## config.mk

```make
export PLATFORM = sky130hd
export DESIGN_NAME = seq_shift_unit
export DESIGN_NICKNAME = d
export VERILOG_FILES = /design/src/rtl/seq_shift_unit.sv
export SDC_FILE = /design/constraint.sdc
export NUM_CORES = 1
export LEC_CHECK = 0
export ABC_CLOCK_PERIOD_IN_PS = 1950
export BUFFER_PORTS_ARGS = -buffer_cell sky130_fd_sc_hd__buf_2
export CORE_UTILIZATION = 30
export DETAILED_ROUTE_END_ITERATION = 16
export SLEW_MARGIN = 20
export SYNTH_ARGS = -nofsm -noshare
export SYNTH_HDL_FRONTEND = slang
export SYNTH_SLANG_ARGS = --single-unit
```

## constraint.sdc

```tcl
create_clock -name clk -period 1.95 [get_ports clk]
set_clock_uncertainty 0.15 [all_clocks]
set_input_delay 0.0975 -clock clk [delete_from_list [all_inputs] [get_ports clk]]
set_output_delay 0.0975 -clock clk [all_outputs]
set_load 0.02 [all_outputs]
```

## src/rtl/seq_shift_unit.sv

```systemverilog
// Bit-serial 32-bit shift/rotate unit: one bit position per clock, registered result.
// Busy from accept until done; starts arriving while busy are dropped, not queued.
module seq_shift_unit #(
  parameter int WIDTH   = 32,
  parameter int SHAMT_W = 5
) (
  input  logic               clk,
  input  logic               rst,
  input  logic               start,
  input  logic [1:0]         op,
  input  logic [WIDTH-1:0]   in1,
  input  logic [SHAMT_W-1:0] shamt,
  output logic               busy,
  output logic               done,
  output logic [WIDTH-1:0]   res
);

  typedef enum logic [1:0] {
    IDLE   = 2'd0,
    SHIFT  = 2'd1,
    FINISH = 2'd2
  } state_t;

  localparam logic [1:0] OP_SLL = 2'b00;
  localparam logic [1:0] OP_SRL = 2'b01;
  localparam logic [1:0] OP_SRA = 2'b10;

  state_t             state, state_nxt;
  logic [1:0]         op_q;
  logic [SHAMT_W-1:0] cnt;
  logic [WIDTH-1:0]   work;
  logic [WIDTH-1:0]   step;
  logic               last_step;

  always_comb begin
    step = {work[0], work[WIDTH-1:1]};
    case (op_q)
      OP_SLL:  step = {work[WIDTH-2:0], 1'b0};
      OP_SRL:  step = {1'b0, work[WIDTH-1:1]};
      OP_SRA:  step = {work[WIDTH-1], work[WIDTH-1:1]};
      default: step = {work[0], work[WIDTH-1:1]};
    endcase
  end

  assign last_step = (cnt == SHAMT_W'(1));

  always_comb begin
    state_nxt = state;
    case (state)
      IDLE: begin
        if (start) begin
          state_nxt = (shamt == '0) ? FINISH : SHIFT;
        end
      end
      SHIFT: begin
        if (last_step) begin
          state_nxt = FINISH;
        end
      end
      FINISH:  state_nxt = IDLE;
      default: state_nxt = IDLE;
    endcase
  end

  assign busy = (state != IDLE);

  // done and res are loaded on the edge entering FINISH so both are visible in that cycle.
  always_ff @(posedge clk) begin
    if (rst) begin
      state <= IDLE;
      op_q  <= '0;
      cnt   <= '0;
      work  <= '0;
      res   <= '0;
      done  <= 1'b0;
    end else begin
      state <= state_nxt;
      done  <= 1'b0;
      case (state)
        IDLE: begin
          if (start) begin
            op_q <= op;
            work <= in1;
            cnt  <= shamt;
            if (shamt == '0) begin
              res  <= in1;
              done <= 1'b1;
            end
          end
        end
        SHIFT: begin
          work <= step;
          cnt  <= cnt - SHAMT_W'(1);
          if (last_step) begin
            res  <= step;
            done <= 1'b1;
          end
        end
        default: ;
      endcase
    end
  end

endmodule
```

==> impl_metrics.json <==
{
  "outcome": "complete, no violations",
  "synth_top_area_cell": "dfxtp_1",
  "drtAntennaViolNets": 0,
  "ys_async_sr_fraction_pct": 0,
  "crit_type": "flip-flop to flip-flop",
  "synthTopCellsByCount": "74 x dfxtp_1, 70 x a21oi_1, 42 x nor2_1, 36 x o21ai_0, 35 x nand2_1",
  "top_layer": "met4",
  "fin_cells": 674,
  "yosysMostFrequentCell": "dfxtp_1",
  "met1_length_um": 4890,
  "cpPeakStageDelay_ns": 0.31,
  "finalCritPeriodShare_pct": 96.5,
  "ys_ff_latch": 74,
  "total_power_mw": 4.37,
  "dp_hpwl_um": 6900,
  "drt_iter0_drc": 216,
  "r2r_setup_slack_ns": 0.07,
  "critPathSlowestCell": "dfxtp_1",
  "die_h_um": 114,
  "whs_path_depth": 3,
  "clk_latency_ns": 0.32,
  "area_delta_synth_final_pct": 26.9,
  "worstReg2RegStart": "cnt[1]",
  "dr_total_vias": 3536,
  "dieArea_um2": 13000,
  "place_area_um2": 4380,
  "finalWirelength_um": 10500,
  "leakage_nw": 2.03,
  "core_um2": 12200,
  "grt.overflow.total": 0,
  "antenna_cells": 0,
  "grt_pass1_wl_um": 17000,
  "worstReg2RegEnd": "res[13]",
  "max_freq_ghz": 0.532,
  "syn-num-nets": 479,
  "io_pins": 76,
  "setup_violations": 0,
  "clk_pin_slew_ns": 0.06,
  "via_per_inst": 5.25,
  "synth_top_cell_area_share_pct": 39.2,
  "cts_buffer_depth": 2,
  "netlist_area_um2": 3770,
  "crit_path_end_kind": "flip-flop",
  "hold_viol_final": 0,
  "cts_made_buffers": 9,
  "ys_top_cells_by_area": "dfxtp_1 39%, a21oi_1 9.3%, a2111o_1 8.9%, mux2i_1 8.2%, a211o_1 7.0%",
  "grt_max_degree": 47,
  "wl_per_cell_um": 15.5,
  "dr_wl_met2_um": 5000,
  "p_per_area_nw_per_um2": 913,
  "cts_root_buf": "clkbuf_16",
  "cts.sinks": 74,
  "ys.flop_type": "dfxtp_1",
  "rsz0062_at_grt": "true",
  "path_cells": "inv_1 -> ha_1 -> nor4b_4 -> a22oi_4 -> buf_4 -> clkbuf_16 -> o21ai_0 -> a21oi_1",
  "place_congestion": 0.793,
  "first_pass_iters": 5,
  "wl_met3_um": 376,
  "row_count": 40,
  "grt_antenna_before_repair": 0,
  "grt_use_total_pct": 16.3,
  "fin_area_um2": 4790,
  "initial_core_util_pct": 31.0,
  "synthCells": 435,
  "nets": 545,
  "grt_pass1_vias": 3391,
  "reg2reg_depth": 8,
  "maxCapViolations": 0,
  "required_ns": 2.00,
  "hold-path-endpoint": "cnt[2]",
  "vdd_ir_drop_max_mv": 0.504,
  "avgSynthCellArea_um2": 8.68,
  "yosysUniqueCellTypes": 33,
  "slew_headroom_pct": 69.7,
  "drcViolationCount": 0,
  "htreeDepth": 3,
  "slew_violations": 0,
  "dp_cells": 651,
  "tightest_slew_ns": 0.455,
  "worstHoldStart": "shamt[2]",
  "arrival_ns": 1.93,
  "drive_above_1_share_pct": 23.7,
  "ys_seq_area_share_pct": 39.2,
  "period_minus_slack_ns": 1.88,
  "cts_tree": "built",
  "worstSetupStartpointType": "flip-flop",
  "synth_warnings": 0,
  "synth_edf_count": 0,
  "die_x_um": 114,
  "hold_class": "primary input to flip-flop",
  "crit_fanout": 23,
  "portBuffers": 75
}
layout by cell type, fill, tap and decap left out, types with 2 or more instances in the layout:
| cell type | instances |
|---|---|
| a2111o_1 | 30 |
| nand2b_1 | 2 |
| buf_4 | 12 |
| a21oi_1 | 70 |
| buf_12 | 7 |
| o221ai_1 | 3 |
| nor3_1 | 5 |
| ha_1 | 2 |
| bufinv_16 | 2 |
| dfxtp_2 | 2 |
| nor4b_4 | 2 |
| clkbuf_16 | 10 |
| a211o_1 | 30 |
| buf_2 | 75 |
| nand3_1 | 4 |
| o21ai_0 | 35 |
| inv_1 | 5 |
| dfxtp_1 | 72 |
| nor2_1 | 42 |
| mux2i_1 | 31 |
| o211ai_1 | 3 |
| dlygate4sd3_1 | 4 |
| nand2_1 | 35 |
| a211oi_1 | 5 |
cells by family after synthesis:
kind of cell | Yosys count | share of synthesized area [%]
compound gates | 184 | 34.1
fa+ha+maj | 2 | 0.663
buf+inv | 50 | 6.33
flops | 74 | 39.2
mux | 31 | 8.22
simple gates | 94 | 11.4
layout make-up:
class	instances	area (um^2)
repair buffers	100	682
clock inverters	5	85.1
inverters	5	18.8
well taps	168	210
multi-input cells	311	2070
clock buffers	11	243
fillers	1252	7370
flip-flops and latches	74	1480
layer usage:
| metal | vias up | track usage (%) |
|---|---|---|
| met4 | 0 | 6.23 |
| met5 | - | 0 |
| li1 | 1760 | - |
| met3 | 12 | 2.91 |
| met2 | 104 | 26.9 |
| met1 | 1660 | 21.2 |
stage by stage:
stage               setup WS (ns)  hold WS (ns)  setup TNS, ns  util, %
floorplan                   0.212        0.0835              0        -
global placement            0.103         0.206              0     36.0
detailed placement         0.0700         0.201              0     36.0
CTS                        0.0582        0.0190              0     39.0
global route              -0.0308        0.0618         -0.123     39.4
finish                     0.0690        0.0254              0     39.4
worst max path at each step:
stage                     startpoint      end  slack [ns]  cells past startpoint
after floorplan               cnt[1]   res[1]        0.21                      7
after global placement        cnt[1]   res[7]        0.10                      7
after detailed placement      cnt[1]  res[25]        0.07                      7
after CTS                     cnt[1]   res[6]        0.06                      7
after global routing          cnt[1]  res[14]       -0.03                      7
final                         cnt[1]  res[13]        0.07                      8
worst max-delay path: cells and delay by family, from the launching register on:
family                     cells  cell delay [ns]
buffers and inverters          3             0.45
AOI/OAI and AO/OA              3             0.43
DFF                            1             0.31
and+or+nand+nor                1             0.27
adders and majority gates      1             0.15
registers in the layout, summed over array words and instances, names as in the netlist:
signal and count:
op_q 2, cnt 5, work 32, res 32, done 1, state 2
report_power, final:
group	total (mW)	internal, mW	switching [mW]
registers	1.72	1.63	0.0958
logic	0.851	0.367	0.484
clock network	1.80	1.16	0.639
timing repair:
| item | CTS | global route |
|---|---|---|
| hold buffers | 4 | 0 |
| resized for setup | 0 | 2 |
| endpoints found under the hold margin | 6 | 0 |
| setup endpoints to repair | 0 | 27 |
| buffers inserted | 0 | 2 |
Note: power is estimated with default switching activity, not from simulation.
